[src/rtl/eth_pkg.sv]
// Shared constants, fill-state encoding and helpers for the receive FCS checker.
package eth_pkg;

  localparam logic [31:0] CRC_INIT    = 32'hFFFFFFFF;
  localparam logic [31:0] CRC_RESIDUE = 32'hDEBB20E3;
  localparam logic [31:0] CRC_POLY    = 32'hEDB88320;

  localparam int unsigned ETH_MIN_LEN = 64;
  localparam int unsigned ETH_MAX_LEN = 1518;

  // Occupancy of the 4-byte delay line that hides the trailing FCS.
  typedef enum logic [1:0] {
    FILL_IDLE   = 2'd0,   // empty, waiting for a frame's first byte
    FILL_PART   = 2'd1,   // 1..3 bytes held, nothing emitted yet
    FILL_STREAM = 2'd2    // 4 bytes held, every new byte pushes one out
  } fill_state_e;

  // Increment that sticks at all-ones instead of wrapping.
  function automatic logic [15:0] sat_inc16(input logic [15:0] v);
    return (v == 16'hFFFF) ? v : v + 16'd1;
  endfunction

endpackage

[src/rtl/crc32.sv]
// Combinational reflected CRC step: folds DATA_WIDTH bits, LSB first, into the state.
module crc32 #(
  parameter int unsigned            DATA_WIDTH = 8,
  parameter int unsigned            CRC_WIDTH  = 32,
  parameter logic [CRC_WIDTH-1:0]   POLY       = 32'hEDB88320
) (
  input  logic [CRC_WIDTH-1:0]  crc_i,
  input  logic [DATA_WIDTH-1:0] data_i,
  output logic [CRC_WIDTH-1:0]  crc_o
);

  logic [CRC_WIDTH-1:0] chain [0:DATA_WIDTH];

  assign chain[0] = crc_i;

  // One shift-and-conditional-xor stage per input bit.
  generate
    for (genvar gi = 0; gi < DATA_WIDTH; gi++) begin : g_bit
      assign chain[gi+1] = {1'b0, chain[gi][CRC_WIDTH-1:1]}
                         ^ ({CRC_WIDTH{chain[gi][0] ^ data_i[gi]}} & POLY);
    end
  endgenerate

  assign crc_o = chain[DATA_WIDTH];

endmodule

[src/rtl/eth_fcs_check.sv]
// Receive-side FCS checker/stripper: CRC over every byte, payload delayed by
// four bytes so the FCS never reaches the output, status on the last payload byte.
module eth_fcs_check
  import eth_pkg::*;
#(
  parameter int unsigned MIN_LEN = ETH_MIN_LEN,
  parameter int unsigned MAX_LEN = ETH_MAX_LEN,
  parameter logic [31:0] POLY    = CRC_POLY,
  parameter logic [31:0] RESIDUE = CRC_RESIDUE
) (
  input  logic        clk,
  input  logic        rst_n,
  input  logic        in_valid,
  input  logic [7:0]  in_data,
  input  logic        in_last,
  output logic        out_valid,
  output logic [7:0]  out_data,
  output logic        out_last,
  output logic        out_fcs_ok,
  output logic        out_len_err,
  output logic        out_runt,
  output logic [15:0] cnt_good,
  output logic [15:0] cnt_bad
);

  fill_state_e state_q, state_d;
  logic [2:0]  fill_q, fill_d;
  logic [31:0] crc_q, crc_d, crc_step;
  logic [7:0]  dl_q [4];
  logic [7:0]  dl_d [4];
  logic [15:0] len_q, len_d, len_inc;
  logic        len_err;

  logic        out_valid_q, out_valid_d;
  logic [7:0]  out_data_q, out_data_d;
  logic        out_last_q, out_last_d;
  logic        out_fcs_ok_q, out_fcs_ok_d;
  logic        out_len_err_q, out_len_err_d;
  logic        out_runt_q, out_runt_d;
  logic [15:0] cnt_good_q, cnt_good_d;
  logic [15:0] cnt_bad_q, cnt_bad_d;

  crc32 #(.DATA_WIDTH(8), .CRC_WIDTH(32), .POLY(POLY)) u_crc (
    .crc_i  (crc_q),
    .data_i (in_data),
    .crc_o  (crc_step)
  );

  // Length includes the byte being accepted now, so the in_last byte counts.
  assign len_inc = sat_inc16(len_q);
  assign len_err = ({16'd0, len_inc} < MIN_LEN) || ({16'd0, len_inc} > MAX_LEN);

  // Next-state: shift the delay line, advance CRC/length, build registered outputs.
  always_comb begin
    state_d       = state_q;
    fill_d        = fill_q;
    crc_d         = crc_q;
    len_d         = len_q;
    dl_d          = dl_q;
    out_valid_d   = 1'b0;
    out_data_d    = 8'd0;
    out_last_d    = 1'b0;
    out_fcs_ok_d  = 1'b0;
    out_len_err_d = 1'b0;
    out_runt_d    = 1'b0;
    cnt_good_d    = cnt_good_q;
    cnt_bad_d     = cnt_bad_q;

    if (in_valid) begin
      crc_d = crc_step;
      len_d = len_inc;
      for (int i = 0; i < 3; i++) dl_d[i] = dl_q[i+1];
      dl_d[3] = in_data;

      // With four bytes held, the oldest is payload and leaves now.
      if (state_q == FILL_STREAM) begin
        out_valid_d = 1'b1;
        out_data_d  = dl_q[0];
      end

      if (in_last) begin
        // Frame done: everything starts clean for a byte on the very next cycle.
        crc_d   = CRC_INIT;
        len_d   = 16'd0;
        fill_d  = 3'd0;
        state_d = FILL_IDLE;
        for (int i = 0; i < 4; i++) dl_d[i] = 8'd0;
        if (state_q == FILL_STREAM) begin
          out_last_d    = 1'b1;
          out_fcs_ok_d  = (crc_step == RESIDUE);
          out_len_err_d = len_err;
          if ((crc_step == RESIDUE) && !len_err) cnt_good_d = sat_inc16(cnt_good_q);
          else                                   cnt_bad_d  = sat_inc16(cnt_bad_q);
        end else begin
          // Nothing beyond the FCS bytes ever arrived.
          out_runt_d = 1'b1;
          cnt_bad_d  = sat_inc16(cnt_bad_q);
        end
      end else begin
        if (fill_q != 3'd4) fill_d = fill_q + 3'd1;
        state_d = (fill_q >= 3'd3) ? FILL_STREAM : FILL_PART;
      end
    end
  end

  // State and output registers; reset discards any partial frame silently.
  always_ff @(posedge clk or negedge rst_n) begin
    if (!rst_n) begin
      state_q       <= FILL_IDLE;
      fill_q        <= 3'd0;
      crc_q         <= CRC_INIT;
      len_q         <= 16'd0;
      for (int i = 0; i < 4; i++) dl_q[i] <= 8'd0;
      out_valid_q   <= 1'b0;
      out_data_q    <= 8'd0;
      out_last_q    <= 1'b0;
      out_fcs_ok_q  <= 1'b0;
      out_len_err_q <= 1'b0;
      out_runt_q    <= 1'b0;
      cnt_good_q    <= 16'd0;
      cnt_bad_q     <= 16'd0;
    end else begin
      state_q       <= state_d;
      fill_q        <= fill_d;
      crc_q         <= crc_d;
      len_q         <= len_d;
      dl_q          <= dl_d;
      out_valid_q   <= out_valid_d;
      out_data_q    <= out_data_d;
      out_last_q    <= out_last_d;
      out_fcs_ok_q  <= out_fcs_ok_d;
      out_len_err_q <= out_len_err_d;
      out_runt_q    <= out_runt_d;
      cnt_good_q    <= cnt_good_d;
      cnt_bad_q     <= cnt_bad_d;
    end
  end

  assign out_valid   = out_valid_q;
  assign out_data    = out_data_q;
  assign out_last    = out_last_q;
  assign out_fcs_ok  = out_fcs_ok_q;
  assign out_len_err = out_len_err_q;
  assign out_runt    = out_runt_q;
  assign cnt_good    = cnt_good_q;
  assign cnt_bad     = cnt_bad_q;

endmodule

[config.mk]
export PLATFORM = sky130hd
export DESIGN_NAME = eth_fcs_check
export DESIGN_NICKNAME = d
export VERILOG_FILES = /design/src/rtl/eth_pkg.sv /design/src/rtl/crc32.sv /design/src/rtl/eth_fcs_check.sv
export SDC_FILE = /design/constraint.sdc
export NUM_CORES = 1
export LEC_CHECK = 0
export CAP_MARGIN = 20
export CORE_MARGIN = 4
export CORE_UTILIZATION = 25
export DETAILED_ROUTE_END_ITERATION = 10
export GPL_TIMING_DRIVEN = 1
export SETUP_SLACK_MARGIN = 0.4
export SYNTH_ARGS = -nofsm -noshare
export SYNTH_HDL_FRONTEND = slang
export SYNTH_HIERARCHICAL = 1
export SYNTH_SLANG_ARGS = --single-unit
[constraint.sdc]
create_clock -name clk -period 5.1 [get_ports clk]
set_input_delay 1.02 -clock clk [delete_from_list [all_inputs] [get_ports clk]]
set_output_delay 1.02 -clock clk [all_outputs]
set_load 0.01 [all_outputs]
==> summary.txt, run 1 <==
Clocking
  • Htree depth: 4
  • Clk_lat worst skew: 410 ps
  • TritonCTS clock tree: done
  • Clock root cell: clkbuf_16
  • Longest Clk Path Bufs: 2
  • Clk sinks: 130
  • CTS resizes: 0
  • CTS Buf Count: 17
  • CTS clk-pin slew, worst paths: 60 ps

Yosys
  • Synth area leaders: dfrtp_1 35%, dfstp_2 12%, xnor2_1 7.8%, o22a_1 4.0%, o22ai_1 3.5%
  • Ys async rst share: 100%
  • Sequential fraction of the synthesis area: 47.6%
  • Leading area contributor after synthesis: dfrtp_1
  • Register bit total from synthesis: 130
  • YS warnings: 6
  • Syn avg cell area: 11.3 sq um
  • Synthesized net count: 632
  • Yosys cell types: 70
  • Top FF cell, synth: dfrtp_1
  • Number of flops mapped to enable cells by yosys: 0
  • Synth top area share: 35.4%
  • Synthesized cell area: 0.00692 sq mm
  • Synthesized instance count: 614

Timing
  • Worst Tran Pin Value: 1040 ps
  • Clk_skew: 9.80 ps
  • Unrepaired setup endpoints after global routing: false
  • Slew Viols, Final: 0
  • Hold Violations, Final: 0
  • Period minus WS final: 4300 ps
  • Tcrit/Tclk final: 84.3%
  • Final WS setup: 803 ps
  • Max Clk Rate: 233 MHz
  • Total Neg Setup Slack: 0 ps
  • Final setup fails: 0
  • Rel. slew slack: 30.8%

Critical path
  • Crit path DAT: 4590 ps
  • Crit start category: input pin
  • CP required: 5390 ps
  • Crit-path max FO: 8
  • Reg2reg path depth: 12
  • Critical Path End Type: register
  • Setup CP Type: input pin to register

Finish
  • FF/Latch Area: 0.00329 sq mm
  • Share of layout cells above drive strength 1: 16.3%
  • Nets: 685
  • Post-Layout Cell Count: 1052
  • Area Overhead vs Synth: 22.5%
  • Final Core Density: 31.3%
  • Antenna fix cells: 0
  • Area of the multi-input gates: 0.00328 sq mm
  • FILL cells: 2733

Job
  • Max cap viols: 0

Global route
  • Antenna violations before repair: 0
  • Global routing's busiest layer: met2
  • Grt met1 use: 13.8%
  • Met3 Use GR: 2.35%
  • Met2 Usage GRT: 16.5%
  • Total track usage: 10.4%
  • Vias in the first global route: 4741
  • Largest net degree at the start of global routing: 90
  • Global-route wire length before repair: 25700 um
  • Total gr overflow: 0

Routing
  • Via Count: 4731
  • DR WL/cell: 14.6 um
  • Initial DRT Pass Iterations: 4
  • Via density per instance: 4.50
  • 1st-iter DRT viols: 290
  • Drt drc: 0
  • Post-route antenna net violation count: 0
  • Final wirelength: 15300 um

Floorplanning
  • Die width: 174 um
  • Num rows: 60
  • Initial cell density of the core: 25.5%
  • Die area: 0.0304 sq mm
  • I/O pin cnt: 57
  • Area of the core: 0.0271 sq mm
  • Die height: 174 um

Power and ir drop
  • Sequential share of power: 31.4%
  • Peak supply drop: 310 uV
  • Sw Ratio: 32.0%
  • Pint: 3.10 mW
  • P_sw: 1.46 mW
  • Gate power share: 42.0%
  • Pleak: 3.46 nW
  • PwrDens: 538 mW/mm^2
  • Clock power share: 26.7%

Placed design
  • DP HPWL: 10400 um
  • PortBufs: 56
  • Placer Congestion: 0.865
  • DP Worst Slack: 316 ps
  • Placed Cells: 1020

Hold path
  • Worst Hold Depth: 1
  • Worst hold-check path type: register to register

Status
  • Status: finished clean
## worst max-delay path, cell delays in order
cell	delay, ps
clkdlybuf4s50_1	520
xnor2_4	340
xor3_2	580
xnor3_1	230
nor4bb_1	280
nand4_1	120
nor4_1	230
nand4_1	240
nor3_2	270
o211a_1	310
buf_4	190
nand3b_1	100
xnor2_1	150
## Yosys cell counts, types with 4 or more instances
library cell / number
a21oi_1: 12
a31o_2: 4
a31oi_1: 6
and3_1: 23
buf_2: 4
clkbuf_1: 24
dfrtp_1: 98
dfstp_2: 32
ha_1: 6
inv_1: 54
nand2_1: 29
nand3_1: 21
nand4_1: 17
nor2_1: 20
nor2b_1: 6
nor3_1: 5
nor4_1: 6
o21ai_0: 18
o22a_1: 32
o22ai_1: 39
xnor2_1: 62
xnor2_4: 6
xnor3_1: 8
xor2_1: 9
xor3_4: 4
## repair_timing
| action | in CTS | in global routing |
|---|---|---|
| setup endpoints to repair | 0 | 1 |
| hold buffers | 0 | 0 |
| setup buffers | 0 | 0 |
## cell type report
| cell class | count | share of cell area [%] |
|---|---|---|
| clock buffers | 24 | 5.82 |
| clock inverters | 8 | 1.17 |
| inverters | 54 | 2.39 |
| multi-input cells | 397 | 38.7 |
| flip-flops and latches | 130 | 38.9 |
| well taps | 372 | 5.49 |
| repair buffers | 67 | 7.57 |
## path summary, 6_finish.rpt
check	slack, ps	to	start
setup / recovery	800	cnt_good[14]	in_data[1]
hold / removal	490	cnt_bad[15]	cnt_bad[15]
setup reg to reg	1500	cnt_good[14]	crc_q[1]
hold reg to reg	490	cnt_bad[15]	cnt_bad[15]
max in group asynchronous	3290	len_q[11]	rst_n
min in group asynchronous	680	dl_q[23]	rst_n
## cell families (layout without fill, tap and decap cells)
| kind of cell | Yosys count | count (layout) | share of synthesized area (%) |
|---|---|---|---|
| adders and majority gates | 6 | 6 | 1.08 |
| buffers and inverters | 87 | 153 | 5.06 |
| AOI/OAI and AO/OA | 136 | 136 | 14.0 |
| xor gates and xnor gates | 97 | 97 | 18.0 |
| DFF | 130 | 130 | 47.6 |
| and+or+nand+nor | 153 | 153 | 13.5 |
| muxes | 5 | 5 | 0.759 |
## metrics by stage
step           instance area [sq um]  total power [mW]  hold WS (ps)
2_1_floorplan                   6920              2.91           473
3_5_place_dp                    7880              3.37           485
6_report                        8480              4.56           487
5_1_grt                         8480              4.84           517
3_3_place_gp                    7880              3.36           486
4_1_cts                         8480              4.62           494
## power by group through the flow
stage / clock (mW) / combinational, mW / sequential [mW]
6_report: 1.22 / 1.91 / 1.43
5_1_grt: 1.30 / 2.09 / 1.46
4_1_cts: 1.25 / 1.93 / 1.43
3_5_place_dp: 0 / 1.92 / 1.45
3_3_place_gp: 0 / 1.92 / 1.44
2_1_floorplan: 0 / 1.50 / 1.41
## registers in the layout, indices dropped and copies added (netlist names)
| register | cells |
|---|---|
| cnt_bad | 16 |
| cnt_good | 16 |
| crc_q | 32 |
| dl_q | 32 |
| fill_q | 3 |
| len_q | 16 |
| out_data | 8 |
| out_fcs_ok | 1 |
| out_last | 1 |
| out_len_err | 1 |
| out_runt | 1 |
| out_valid | 1 |
| state_q | 2 |
## cell usage in the layout, fill, tap and decap left out, drive strengths merged, types with 3 or more instances in the layout
cell type      netlist  routed
buf                  6      13
nor2b                6       6
nand2               30      30
a211oi               3       3
o211ai               3       3
nor3                 8       8
xnor2               70      70
dfstp               32      32
clkinv               0       3
xnor3               10      10
nor2                20      20
nor4                 9       9
nand3               22      22
dfrtp               98      98
a21oi               12      12
a31oi                6       6
o311ai               3       3
o21ai               20      20
xor3                 7       7
mux2i                3       3
o22ai               39      39
ha                   6       6
nand4               21      21
o22a                32      32
clkbuf              27      24
inv                 54      55
clkdlybuf4s50        0      54
xor2                10      10
a31o                 4       4
and3                23      23
## metal layers
metal / vias up / routed length, um / part of all wire [%]
li1: 2309 / - / -
met1: 2318 / 7170 / 47
met2: 80 / 7360 / 48
met3: 24 / 488 / 3.2
met4: 0 / 307 / 2.0
met5: - / 0 / 0
No activity file was read; power rests on OpenSTA's default activity.
==> run 2, diff against run 1 <==
==> constraint.sdc (replaced) <==
create_clock -name clk -period 3.5 [get_ports clk]
set_input_delay 0.7 -clock clk [delete_from_list [all_inputs] [get_ports clk]]
set_output_delay 0.7 -clock clk [all_outputs]
set_load 0.01 [all_outputs]
==> summary.txt, run 2 (synthesis gave the netlist of run 1 again) <==
Status
  • Status: finished clean

Routing
  • Initial DRT Pass Iterations: 4 (unchanged)
  • 1st-iter DRT viols: 400 (+38%)
  • Post-route antenna net violation count: 0 (unchanged)
  • DR WL/cell: 14.5 um (-0.20%)
  • Via density per instance: 4.53 (+0.67%)
  • Via Count: 5125 (+8.3%)
  • Final wirelength: 16500 um (+7.4%)
  • Drt drc: 0 (unchanged)

Critical path
  • Critical path's top delay family: XOR/XNOR gates
  • Crit-path max FO: 3 (-5)
  • Crit path DAT: 3660 ps (-930 ps)
  • Crit start category: input pin
  • Worst path cell trace: dlygate4sd2_1 > xnor2_2 > xor3_2 > buf_6 > buf_4 > xnor3_1 > nand4_1 > nor4_2 > nand4_1 > nor3_2 > buf_4 > o211ai_1 > or3_1 > xnor2_1
  • Critical Path End Type: register
  • CP required: 3800 ps (-1590 ps)
  • Setup CP Type: input pin to register
  • Worst path depth: 14 (+1)
  • Buf+Inv Stages, Crit Path: 4 (+2)
  • Reg2reg path depth: 13 (+1)
  • CP max stage cell: xor3_2
  • Crit path largest cell delay: 390 ps (-190 ps)

Hold path
  • Worst hold-check path type: input pin to asynchronous set/reset pin

Finish
  • Share of layout cells above drive strength 1: 30.3% (+14 points)
  • Most frequent cells in the layout: 98 x dfrtp_1, 83 x buf_4, 54 x inv_1, 54 x xnor2_1, 46 x clkdlybuf4s50_1
  • Area Overhead vs Synth: 35.4%
  • Biggest registers after layout: crc_q: 32 flops, dl_q: 32 flops
  • Commonest non-fill, non-tap cell in the layout: dfrtp_1
  • Nets: 765 (+12%)
  • Antenna fix cells: 0 (unchanged)
  • Post-Layout Cell Count: 1132 (+7.6%)
  • Final Core Density: 34.6% (+3.3 points)

Global route
  • Largest net degree at the start of global routing: 58 (-36%)
  • Vias in the first global route: 5134 (+8.3%)
  • Antenna violations before repair: 0 (unchanged)
  • Global-route wire length before repair: 27000 um (+5.0%)
  • Total gr overflow: 0 (unchanged)
  • Total track usage: 10.9% (+0.53 points)

Floorplanning
  • Num rows: 60 (unchanged)
  • Die area: 0.0304 sq mm (unchanged)
  • Area of the core: 0.0271 sq mm (unchanged)
  • Die height: 174 um (unchanged)
  • I/O pin cnt: 57 (unchanged)
  • Initial cell density of the core: 25.5% (unchanged)
  • Die width: 174 um (unchanged)

Clocking
  • CTS Buf Count: 17 (unchanged)
  • Clock root cell: clkbuf_16
  • Post-cts hold buffer count: 0 (unchanged)
  • Clk sinks: 130 (unchanged)
  • CTS clk-pin slew, worst paths: 70 ps (about the same)
  • Htree depth: 4 (unchanged)
  • Clk_lat worst skew: 420 ps (about the same)
  • Longest Clk Path Bufs: 2 (unchanged)
  • TritonCTS clock tree: done

Timing
  • Unrepaired setup endpoints after global routing: true
  • Period minus WS final: 3360 ps
  • Worst Tran Pin Value: 633 ps (-403 ps)
  • Hold Violations, Final: 0 (unchanged)
  • Tcrit/Tclk final: 95.9%
  • Clk_skew: 11.5 ps (+1.70 ps)
  • Final setup fails: 0 (unchanged)
  • Slew Viols, Final: 0 (unchanged)
  • Hold WS: 221 ps (-266 ps)
  • Rel. slew slack: 57.8% (+27 points)
  • Final WS setup: 142 ps (-661 ps)
  • Max Clk Rate: 298 MHz

Power and ir drop
  • Pleak: 3.98 nW (+15%)
  • Peak supply drop: 504 uV (+62%)
  • Total power: 8.52 mW (+87%)
  • PwrDens: 909 mW/mm^2 (+69%)

Placed design
  • DP HPWL: 11400 um (+9.5%)
  • Placed Cells: 1088 (+6.7%)
  • Placer Congestion: 0.906 (+4.8%)
  • DP Worst Slack: -720 ps (-1040 ps)
  • PortBufs: 56 (unchanged)

Job
  • Max cap viols: 0 (unchanged)
==> run 2: power breakdown <==
part / leakage (nW) / internal, mW / switching (mW)
sequential: 1.66 / 1.85 / 0.247
combinational: 2.02 / 2.84 / 1.77
clock: 0.296 / 1.09 / 0.724
==> run 2: per-layer routing <==
layer | part of all wire [%] | vias up | global-route usage [%]
met2 | 50 | 90 | 17.7
met1 | 46 | 2552 | 14.2
met5 | 0 | - | 0
met4 | 2.2 | 0 | 4.52
li1 | - | 2467 | -
met3 | 2.7 | 16 | 2.26
==> run 2: final cells by class <==
type / instances / area [sq um]
inverters: 54 / 203
clock buffers: 18 / 439
flip-flops and latches: 130 / 3290
fillers: 2670 / 17700
clock inverters: 14 / 165
well taps: 372 / 465
repair buffers: 147 / 1270
multi-input cells: 397 / 3530
==> run 2: worst paths after layout <==
| path | slack, ps | endpoint | startpoint |
|---|---|---|---|
| min in group clk | 490 | cnt_bad[12] | cnt_bad[12] |
| min reg2reg | 490 | cnt_bad[12] | cnt_bad[12] |
| min | 220 | dl_q[7] | rst_n |
| max in group asynchronous | 2430 | crc_q[16] | rst_n |
| max reg2reg | 150 | cnt_good[6] | crc_q[1] |
| max | 140 | cnt_good[6] | in_data[7] |
==> run 2: worst reg2reg max path, delay by kind of cell (launching register included) <==
kind            cells  cell delay [ps]
compound gates      1              120
flops               1              580
simple gates        5             1020
xor+xnor            4             1090
buf+inv             3              430
==> run 2: repair_timing <==
action                                 CTS  global route
gates resized for setup                 19            23
setup buffers                            7             5
endpoints found under the hold margin    0             0
setup endpoints to repair               32            33
pin swaps                               14             8
==> run 2: through the flow <==
stage          setup TNS [ps]  area (sq um)
3_5_place_dp           -17830          8500
4_1_cts                 -5.27          9230
2_1_floorplan               0          7020
3_3_place_gp           -16480          8500
5_1_grt                     0          9370
6_report                    0          9370
